`config.mk`:
```
export PLATFORM = sky130hd
export DESIGN_NAME = vga_timing_gen
export DESIGN_NICKNAME = d
export VERILOG_FILES = /design/src/rtl/vga_timing_pkg.sv /design/src/rtl/vga_wrap_counter.sv /design/src/rtl/vga_timing_gen.sv
export SDC_FILE = /design/constraint.sdc
export NUM_CORES = 1
export LEC_CHECK = 0
export CAP_MARGIN = 10
export CORE_MARGIN = 5
export CORE_UTILIZATION = 40
export CTS_CLUSTER_SIZE = 40
export DETAILED_ROUTE_END_ITERATION = 8
export DONT_BUFFER_PORTS = 1
export GPL_TIMING_DRIVEN = 1
export PLACE_DENSITY_LB_ADDON = 0.3
export SLEW_MARGIN = 20
export SYNTH_ARGS = -nofsm -noshare
export SYNTH_HDL_FRONTEND = slang
export SYNTH_SLANG_ARGS = --single-unit
```
`constraint.sdc`:
```
create_clock -name Clk -period 5.6 [get_ports Clk]
set_clock_uncertainty 0.1 [all_clocks]
set_input_delay 0.56 -clock Clk [delete_from_list [all_inputs] [get_ports Clk]]
set_output_delay 0.56 -clock Clk [all_outputs]
set_load 0.01 [all_outputs]
```
`src/rtl/vga_timing_pkg.sv`:
```
// Default 640x480@60 raster timing constants and the coordinate type
// shared by the VGA timing blocks.
package vga_timing_pkg;

    localparam int unsigned H_VISIBLE_DEF = 640;
    localparam int unsigned H_FRONT_DEF   = 16;
    localparam int unsigned H_SYNC_DEF    = 96;
    localparam int unsigned H_BACK_DEF    = 48;
    localparam int unsigned V_VISIBLE_DEF = 480;
    localparam int unsigned V_FRONT_DEF   = 10;
    localparam int unsigned V_SYNC_DEF    = 2;
    localparam int unsigned V_BACK_DEF    = 33;

    localparam int unsigned H_TOTAL = H_VISIBLE_DEF + H_FRONT_DEF + H_SYNC_DEF + H_BACK_DEF;
    localparam int unsigned V_TOTAL = V_VISIBLE_DEF + V_FRONT_DEF + V_SYNC_DEF + V_BACK_DEF;

    typedef logic [9:0] coord_t;

endpackage

```
`src/rtl/vga_wrap_counter.sv`:
```
// Enabled up-counter that wraps from MAX to 0; wrap flags the enabled
// cycle on which the counter returns to 0.
module vga_wrap_counter
    import vga_timing_pkg::*;
#(
    parameter coord_t MAX = coord_t'(H_TOTAL - 1)
) (
    input  logic   Clk,
    input  logic   Reset,
    input  logic   en,
    output coord_t count,
    output logic   wrap
);

    assign wrap = en && (count == MAX);

    always_ff @(posedge Clk) begin
        if (Reset) begin
            count <= '0;
        end else if (en) begin
            count <= wrap ? '0 : coord_t'(count + 1'b1);
        end
    end

endmodule

```
`src/rtl/vga_timing_gen.sv`:
```
// Raster timing source: halves Clk into the pixel rate, runs the h/v
// counters and produces registered sync, blank and line/frame pulses.
module vga_timing_gen
    import vga_timing_pkg::*;
#(
    parameter int unsigned H_VISIBLE = H_VISIBLE_DEF,
    parameter int unsigned H_FRONT   = H_FRONT_DEF,
    parameter int unsigned H_SYNC    = H_SYNC_DEF,
    parameter int unsigned H_BACK    = H_BACK_DEF,
    parameter int unsigned V_VISIBLE = V_VISIBLE_DEF,
    parameter int unsigned V_FRONT   = V_FRONT_DEF,
    parameter int unsigned V_SYNC    = V_SYNC_DEF,
    parameter int unsigned V_BACK    = V_BACK_DEF
) (
    input  logic   Clk,
    input  logic   Reset,
    output logic   VGA_CLK,
    output coord_t DrawX,
    output coord_t DrawY,
    output logic   VGA_HS,
    output logic   VGA_VS,
    output logic   VGA_BLANK_N,
    output logic   frame_start,
    output logic   line_start
);

    localparam coord_t H_LAST     = coord_t'(H_VISIBLE + H_FRONT + H_SYNC + H_BACK - 1);
    localparam coord_t V_LAST     = coord_t'(V_VISIBLE + V_FRONT + V_SYNC + V_BACK - 1);
    localparam coord_t H_VIS_END  = coord_t'(H_VISIBLE);
    localparam coord_t V_VIS_END  = coord_t'(V_VISIBLE);
    localparam coord_t HS_START   = coord_t'(H_VISIBLE + H_FRONT);
    localparam coord_t HS_END     = coord_t'(H_VISIBLE + H_FRONT + H_SYNC - 1);
    localparam coord_t VS_START   = coord_t'(V_VISIBLE + V_FRONT);
    localparam coord_t VS_END     = coord_t'(V_VISIBLE + V_FRONT + V_SYNC - 1);

    logic   ph;
    logic   h_wrap;
    logic   v_wrap;
    coord_t hc;
    coord_t vc;
    coord_t hc_next;
    coord_t vc_next;

    always_ff @(posedge Clk) begin
        if (Reset) begin
            ph <= 1'b0;
        end else begin
            ph <= ~ph;
        end
    end

    vga_wrap_counter #(.MAX(H_LAST)) u_h_cnt (
        .Clk   (Clk),
        .Reset (Reset),
        .en    (ph),
        .count (hc),
        .wrap  (h_wrap)
    );

    vga_wrap_counter #(.MAX(V_LAST)) u_v_cnt (
        .Clk   (Clk),
        .Reset (Reset),
        .en    (ph && h_wrap),
        .count (vc),
        .wrap  (v_wrap)
    );

    // Look-ahead of the counters so the decode registers land on the
    // same edge as the coordinates they describe.
    always_comb begin
        hc_next = hc;
        vc_next = vc;
        if (h_wrap) begin
            hc_next = '0;
        end else if (ph) begin
            hc_next = coord_t'(hc + 1'b1);
        end
        if (v_wrap) begin
            vc_next = '0;
        end else if (h_wrap) begin
            vc_next = coord_t'(vc + 1'b1);
        end
    end

    // ph toggles every cycle, so the next phase is 0 exactly when ph is 1.
    always_ff @(posedge Clk) begin
        if (Reset) begin
            VGA_HS      <= 1'b1;
            VGA_VS      <= 1'b1;
            VGA_BLANK_N <= 1'b1;
            line_start  <= 1'b1;
            frame_start <= 1'b1;
        end else begin
            VGA_HS      <= !((hc_next >= HS_START) && (hc_next <= HS_END));
            VGA_VS      <= !((vc_next >= VS_START) && (vc_next <= VS_END));
            VGA_BLANK_N <= (hc_next < H_VIS_END) && (vc_next < V_VIS_END);
            line_start  <= ph && (hc_next == '0);
            frame_start <= ph && (hc_next == '0) && (vc_next == '0);
        end
    end

    assign VGA_CLK = ph;
    assign DrawX   = hc;
    assign DrawY   = vc;

endmodule
```
# Yosys cells after proc, flatten, opt, wreduce, memory -nomap -nowiden
# Index checks and enable logic that the tools add are counted.
[totals] inputBits=2 out_inout_bits=26 register_bits=26 elab_cells=37
[classes] muxes=6 n_addsub=2 bitwise=1 n_eq_ne=2 n_lt_le_gt_ge=6 n_reduce_logical=12
[op_table] cell="$mux 10" n=6
[op_table] cell="$add 10x1->10 const B" n=2
[op_table] cell="$eq 10x10->1 const B" n=2
[op_table] cell="$logic_not 10->1" n=2
[op_table] cell="$ge 10x10->1 const B" n=1
[op_table] cell="$ge 10x9->1 const B" n=1
[op_table] cell="$le 10x10->1 const B" n=1
[op_table] cell="$le 10x9->1 const B" n=1
[op_table] cell="$lt 10x10->1 const B" n=1
[op_table] cell="$lt 10x9->1 const B" n=1
[op_table] cell="$logic_and 1x1->1" n=8
[op_table] cell="$logic_not 1->1" n=2
[op_table] cell="$not 1->1" n=1

# Longest topological paths before layout
# Gate-level depths: netlist (run 1).
[logic_depth] ltp_word=8 ltp_mapped=8 mapped_depth_nobuf=8

# By module
# Synthesis (run 1) repeated with hierarchy kept, for this count alone.
[hier_totals] hier_cells=218 area_unflattened_um2=1786.7
[modules_own_cells] module="vga_timing_gen" seq_area_each_um2=120.1 cells_each=106 instances=1 area_each_um2=777.0
[modules_own_cells] module="vga_wrap_counter (u_h_cnt)" seq_area_each_um2=200.2 cells_each=56 instances=1 area_each_um2=506.7
[modules_own_cells] module="vga_wrap_counter (u_v_cnt)" seq_area_each_um2=200.2 cells_each=56 instances=1 area_each_um2=503.0

# Worst setup path before layout (run 1)
# Ideal clock, no wire load.
[synth_timing] kind="register -> register" start="register u_h_cnt.count[0]" end="register VGA_VS" required_time_ns=5.367 setup_time_ns=0.133 stages_incl_launch_ff=8 t_arrival_ns=1.991 path_buffers=0 setup_slack_ns=3.377 period_less_slack_ns=2.223 path_cell_list="dfxtp_1 > ha_1 > nand2_1 > or3_4 > or3_1 > a21oi_2 > and3b_1 > o211ai_1"
[synth_between] elab_chain_cells=8 elab_cells_between_ends=10 classes_between="order compare (2); eq/ne (1); mux (2); reduce/logical (5)"
[synth_rtl] element="start: declaration" line="vga_wrap_counter.sv:11" rtl="output coord_t count,"
[synth_rtl] element="start signal: assignment" line="vga_wrap_counter.sv:21" rtl="count <= wrap ? '0 : coord_t'(count + 1'b1);"
[synth_rtl] element="$eq 10x10->1 (*)" line="vga_wrap_counter.sv:15" rtl="assign wrap = en && (count == MAX);"
[synth_rtl] element="$logic_and 1x1->1 (*)" line="vga_wrap_counter.sv:15"
[synth_rtl] element="$logic_and 1x1->1" line="vga_timing_gen.sv:63" rtl=".en (ph && h_wrap),"
[synth_rtl] element="$logic_and 1x1->1" line="vga_wrap_counter.sv:15"
[synth_rtl] element="$mux 10 (*)" line="vga_timing_gen.sv:78" rtl="if (v_wrap) begin"
[synth_rtl] element="$ge 10x9->1 or $le 10x9->1 (tied branches)" line="vga_timing_gen.sv:95" rtl="VGA_VS <= !((vc_next >= VS_START) && (vc_next <= VS_END));"
[synth_rtl] element="$logic_and 1x1->1 (*)" line="vga_timing_gen.sv:95"
[synth_rtl] element="$logic_not 1->1 (*)" line="vga_timing_gen.sv:95"
[synth_rtl] element="end signal: assignment" line="vga_timing_gen.sv:95"
[synth_rtl] element="end: declaration" line="vga_timing_gen.sv:21" rtl="output logic VGA_VS,"
# Every way passes the cells marked *; elsewhere a longest branch is shown, timed or not.
# A chain may end at the register's enable or synchronous reset.

# Worst setup path in the final report (run 1)
[layout_timing] start="register u_h_cnt.count[0]" end="register VGA_BLANK_N"
[layout_between] elab_chain_cells=7 elab_cells_between_ends=12 classes_between="add/sub (1); order compare (2); eq/ne (1); mux (4); reduce/logical (4)"
[layout_rtl] element="parallel branches: the longest is 6 deep, another holds $add 10x1->10"
[layout_rtl] element="$logic_and 1x1->1 (*)" line="vga_timing_gen.sv:96" rtl="VGA_BLANK_N <= (hc_next < H_VIS_END) && (vc_next < V_VIS_END);"
[layout_rtl] element="end signal: assignment" line="vga_timing_gen.sv:96"
[layout_rtl] element="end: declaration" line="vga_timing_gen.sv:22" rtl="output logic VGA_BLANK_N,"
# Mark *: on every way between the ends.

==> metrics.cfg, run 1 <==
[clock_network]
htree_levels = 1
cts_made_buffers = 3
ctsHoldBuffers = 0
cts_tree = done
clockRootBuffer = clkbuf_8
cts_setup_buffers = 0
post_cts_resized = 0
clk_latency_ns = 0.27
cts_sinks = 26
clk_pin_slew_ns = 0.10
clockBufferDepth = 2

[route]
first_iter_violations = 84
dr_total_vias = 1390
vias_per_cell = 6.070
ant_nets = 0
dr.pass1.iters = 4
wire_per_inst_um = 16.80
drc_errors = 0
wl_um = 3847

[yosys]
synth_top_cell_by_area = dfxtp_1
ys_async_sr_fraction = 0
yosysWarningCount = 0
synth.distinct_cells = 46
postSynthCellCount = 188
synth_edf_count = 0
synth_flop_cell = dfxtp_1
synth_top_area_share = 0.3438
synth_nets = 193
ys_seq_elements = 26
avgSynthCellArea_um2 = 8.053
netlist_area_mm2 = 0.001514
yosysSeqAreaShare = 0.3438
synthTopCellsByArea = dfxtp_1, xnor2_1, nor2_1

[sta]
setup_viol = 0
timing.final.crit_share = 0.5130
layout_min_cycle_time_ns = 2.873
relSlewSlack = 0.4556
whs_ns = 0.2402
drv_slew = 0
fmax_mhz = 348.1
rsz0062_at_grt = false
finalSetupTns_ns = 0
tightest_slew_ns = 0.8122
final_hold_viol_count = 0

[critical_path]
reg2regPathDepth = 7
crit_arrival_ns = 2.97
critPathKind = reg -> reg
endpoint_kind = flop
cp-start-kind = flop
cp_max_fo = 14
rr_startpoint = u_h_cnt.count[0]
crit_start = u_h_cnt.count[0]
crit_required_ns = 5.69

[power]
seq_power_share = 0.541
clkPwrFrac = 0.442
power.share.switching = 0.1952
leakage_nw = 0.5113
p_per_area_mw_per_mm2 = 223.2
power_switching_uw = 69.38
power_frac_comb = 0.017
power.internal_uw = 286.1
irDropWorstVdd_v = 0.0001378

[job]
drv_cap = 0

[die]
die_area_mm2 = 0.005115
fp-row-count = 22
die_w_um = 71.52
initial_core_util = 0.4135
die_h_um = 71.52
io_pins = 28
coreArea_mm2 = 0.003661

[placement]
portBuffers = 0
postPlaceCellArea_mm2 = 0.001521
gp_congestion = 0.8678
hpwl_um = 2728
dp_cells = 225

[final_layout]
n_antenna_cell = 0
layout-drive-gt1-share = 0.05525
synthToLayoutAreaGrowth_pct = 5.207
final_cell_mix = dfxtp_1, nor2_1, nand2_1
final_cell_count_no_fill = 229
mostFrequentLayoutCell = dfxtp_1
nets = 187
final_cell_area_mm2 = 0.001593

[hold_path]
worst_hold_path_type = in -> reg
min_path_cells = 1
min_from = Reset

[grt]
grt-ovfl-total = 0
grt_usage = 0.1499
grt_max_degree = 23
grt_pass1_wl_um = 6258
antenna_found_initial = 0
first_global_vias = 1228

[run_status]
status = finished clean

-- power by group through the flow --
stage          Clock, mW  Sequential [mW]  Combinational [mW]
3_5_place_dp           0            0.197             0.00593
5_1_grt            0.167            0.193             0.00686
6_report           0.157            0.192             0.00597
2_1_floorplan          0            0.194             0.00798
3_3_place_gp           0            0.197             0.00604
4_1_cts            0.162            0.192             0.00597
-- path summary, 6_finish.rpt --
check / endpoint / slack (ns)
max: VGA_BLANK_N / 2.73
min: u_h_cnt.count[0] / 0.24
max reg2reg: VGA_BLANK_N / 2.73
min reg2reg: u_h_cnt.count[0] / 0.50
-- synth_stat cells, types with 2 or more instances --
cell type and n:
or3_1 2, a21oi_1 9, o32ai_1 2, nand2_1 13, xor2_1 4, xnor2_1 8, a21boi_0 2, clkbuf_1 7
or3_4 2, o21ai_1 6, buf_2 3, a31oi_1 5, nor3_1 11, nor2_1 17, nand4_1 10, a211oi_1 3
o21a_1 3, nor2b_1 2, and3b_1 4, inv_1 6, and3_1 5, o21ai_0 4, o31ai_1 2, nand3_1 8
nand2b_1 2, dfxtp_1 26, ha_1 3
-- kinds of logic after synthesis --
kind of cell,count (synthesis),synth area share
buf+inv,17,0.04959
simple gates,82,0.2967
compound gates,46,0.2017
xor+xnor,12,0.06942
fa+ha+maj,3,0.02480
mux,2,0.01405
flops,26,0.3438
-- state kept, by name (all words and copies together), names as in the netlist --
| register | flops |
|---|---|
| frame_start | 1 |
| VGA_CLK | 1 |
| line_start | 1 |
| u_h_cnt.count | 10 |
| VGA_BLANK_N | 1 |
| VGA_VS | 1 |
| VGA_HS | 1 |
| u_v_cnt.count | 10 |
-- routing by layer --
metal,track usage,vias to the layer above,part of all wire
li1,-,680,-
met1,0.2131,653,0.46
met2,0.2255,53,0.45
met3,0.03787,4,0.072
met4,0.03758,0,0.0094
met5,0,-,0
-- cell type report --
type	count	area, um^2
well taps	48	60.06
clock buffers	3	41.29
flip-flops and latches	26	520.5
multi-input cells	145	918.4
inverters	6	22.52
fillers	365	2068
clock inverters	1	30.03
-- through the flow --
step	total power, mW	setup slack, ns	util
after floorplan	0.2024	3.377	-
after global placement	0.2026	2.908	0.4156
after detailed placement	0.2027	2.806	0.4156
after CTS	0.3602	2.726	0.4351
after global routing	0.3673	2.425	0.4351
final	0.3555	2.727	0.4351
-- worst max-delay path: stages, from the launching register on --
cell and delay, ns:
dfxtp_1 0.49, ha_1 0.31, nand3_1 0.17, nor3_2 0.74, nand4_1 0.28, xnor2_1 0.25
and3b_1 0.24, nor3_1 0.21
Note: power is estimated with default switching activity, not from simulation.
==> run 2, diff against run 1 <==
==> constraint.sdc (replaced) <==
create_clock -name Clk -period 2.8 [get_ports Clk]
set_clock_uncertainty 0.1 [all_clocks]
set_input_delay 0.28 -clock Clk [delete_from_list [all_inputs] [get_ports Clk]]
set_output_delay 0.28 -clock Clk [all_outputs]
set_load 0.01 [all_outputs]
==> run 2 against run 1 <==
Critical path depth did not move. Design area increased by 3.6%. Count of clock-buffer cells in the layout stayed put. Critical path type unchanged. Critical endpoint is now VGA_VS. Flip-flop and latch count is the same. Combinational power grew to 4.8 times the previous value. Routed wire length rose by 3.4%. Core utilization grew 1.6 points. Largest cell class unchanged. Non-clock buffer count rose by 11. Die area unchanged. Maximum frequency is 14% higher. Clock power is 36% higher.
==> metrics.cfg, run 2 (same netlist as run 1, synthesis figures left out) <==
[run_status]
status = finished clean

[sta]
setup_viol = 0  ; unchanged
drv_slew = 0  ; unchanged
final_hold_viol_count = 0  ; unchanged
finalSetupTns_ns = 0  ; unchanged
layout_min_cycle_time_ns = 2.528  ; -0.3448 ns
rsz0062_at_grt = false
tightest_slew_ns = 0.7311  ; -0.08108 ns
fmax_mhz = 395.5  ; +14%
relSlewSlack = 0.5110  ; +0.05540
timing.final.crit_share = 0.9030  ; +0.3899

[die]
die_area_mm2 = 0.005115  ; unchanged
die_h_um = 71.52  ; unchanged
initial_core_util = 0.4135  ; unchanged
fp-row-count = 22  ; unchanged
die_w_um = 71.52  ; unchanged
io_pins = 28  ; unchanged
coreArea_mm2 = 0.003661  ; unchanged

[final_layout]
final_cell_mix = dfxtp_1, nor2_1, nand2_1
seqCellArea_um2 = 520.5  ; unchanged
synthToLayoutAreaGrowth_pct = 9.008
multi_input_area_um2 = 918.4  ; unchanged
mostFrequentLayoutCell = dfxtp_1
layout-drive-gt1-share = 0.09424  ; +0.03899
final_util = 0.4508  ; +0.01572
fill_cells = 356  ; -2.5%
n_antenna_cell = 0  ; unchanged
top_regs = u_h_cnt.count x10, u_v_cnt.count x10
nets = 198  ; +5.9%

[critical_path]
cp-start-kind = flop
critPathKind = reg -> reg
cpLargestDelayFamily = simple AND/OR/NAND/NOR gates
crit_arrival_ns = 2.57  ; -0.40 ns
cp_max_fo = 6  ; -8
crit_required_ns = 2.84  ; -2.85 ns
path_cells = ha_1, nand2_1, or3_4, or3_1, a21oi_2, and3b_1, o211ai_1
slowest_delay_ns = 0.46  ; -0.28 ns
endpoint_kind = flop
path_buf_inv = 0  ; unchanged
slowest_stage = dfxtp_1

[power]
p_per_area_mw_per_mm2 = 376.6  ; +69%
power.internal_uw = 481.8  ; +68%
power_uw = 621.4  ; +75%
power.share.switching = 0.2247  ; +0.02955
power_switching_uw = 139.7  ; +100%
leakage_nw = 0.5540  ; +8.3%
seq_power_share = 0.610  ; +0.069
clkPwrFrac = 0.344  ; -0.098
power_frac_comb = 0.046  ; +0.029
irDropWorstVdd_v = 0.0002954  ; +110%

[route]
first_iter_violations = 73  ; -13%
dr_total_vias = 1423  ; +2.4%
vias_per_cell = 5.954  ; -1.9%
dr.pass1.iters = 5  ; +1
ant_nets = 0  ; unchanged
wire_per_inst_um = 16.64  ; -0.97%
wl_um = 3976  ; +3.4%
drc_errors = 0  ; unchanged

[clock_network]
clk_latency_ns = 0.27  ; about the same
cts_tree = done
post_cts_resized = 0  ; unchanged
clockBufferDepth = 2  ; unchanged
clk_pin_slew_ns = 0.09  ; about the same
clockRootBuffer = clkbuf_8
htree_levels = 1  ; unchanged
cts_made_buffers = 3  ; unchanged
cts_sinks = 26  ; unchanged

[grt]
grt-ovfl-total = 0  ; unchanged
first_global_vias = 1398  ; +14%
antenna_found_initial = 0  ; unchanged
grt_pass1_wl_um = 6796  ; +8.6%
grt_max_degree = 19  ; -17%
grt_usage = 0.1617  ; +0.01179

[job]
drv_cap = 0  ; unchanged

[placement]
gp_congestion = 0.8849  ; +2.0%
hpwl_um = 2943  ; +7.9%
portBuffers = 0  ; unchanged

[hold_path]
worst_hold_path_type = in -> reg

[run 2: per-layer routing]
metal	up-vias	wire length (um)	GRT usage
met3	6	329	0.05330
li1	698	-	-
met5	-	0	0
met4	0	53	0.05219
met2	55	1782	0.2469
met1	664	1812	0.2147
[run 2: worst register-to-register path, cell delays in order (launching register included)]
cell      delay (ns)
dfxtp_1         0.46
ha_1            0.31
nand2_1         0.19
or3_4           0.46
or3_1           0.39
a21oi_2         0.17
and3b_1         0.21
o211ai_1        0.11
[run 2: power groups by stage]
stage / clock (mW) / combinational, mW / sequential (mW)
final: 0.214 / 0.0285 / 0.379
after global routing: 0.228 / 0.0314 / 0.380
after CTS: 0.216 / 0.0283 / 0.379
after detailed placement: 0 / 0.0215 / 0.388
after global placement: 0 / 0.0218 / 0.387
after floorplan: 0 / 0.0160 / 0.389
[run 2: what timing repair did]
item,in CTS,in global routing
setup buffers,0,0
endpoints found under the hold margin,18,0
hold buffers,2,0
[run 2: layout make-up]
type                    instances  area share
clock buffers                   3     0.02502
inverters                       6     0.01365
multi-input cells             145      0.5565
flip-flops and latches         26      0.3154
well taps                      48     0.03639
repair buffers                 11     0.05307
[run 2: path summary, 6_finish.rpt]
| kind | start | slack, ns | to | cells after the start |
|---|---|---|---|---|
| setup reg to reg | u_h_cnt.count[1] | 0.27 | VGA_VS | 7 |
| setup / recovery | u_h_cnt.count[1] | 0.27 | VGA_VS | 7 |
| hold reg to reg | u_v_cnt.count[4] | 0.53 | u_v_cnt.count[4] | 2 |
| hold / removal | Reset | 0.08 | line_start | 2 |
[run 2: stage by stage]
| step | setup slack [ns] | hold WS, ns | area, um^2 | std cells |
|---|---|---|---|---|
| CTS | 0.3065 | 0.07142 | 1650 | 239 |
| finish | 0.2717 | 0.08147 | 1650 | 239 |
| global route | 0.07693 | 0.07967 | 1650 | 239 |
| detailed placement | 0.3289 | 0.2504 | 1589 | 234 |
| floorplan | 0.5766 | 0.2465 | 1514 | 188 |
| global placement | 0.3968 | 0.2500 | 1589 | 234 |
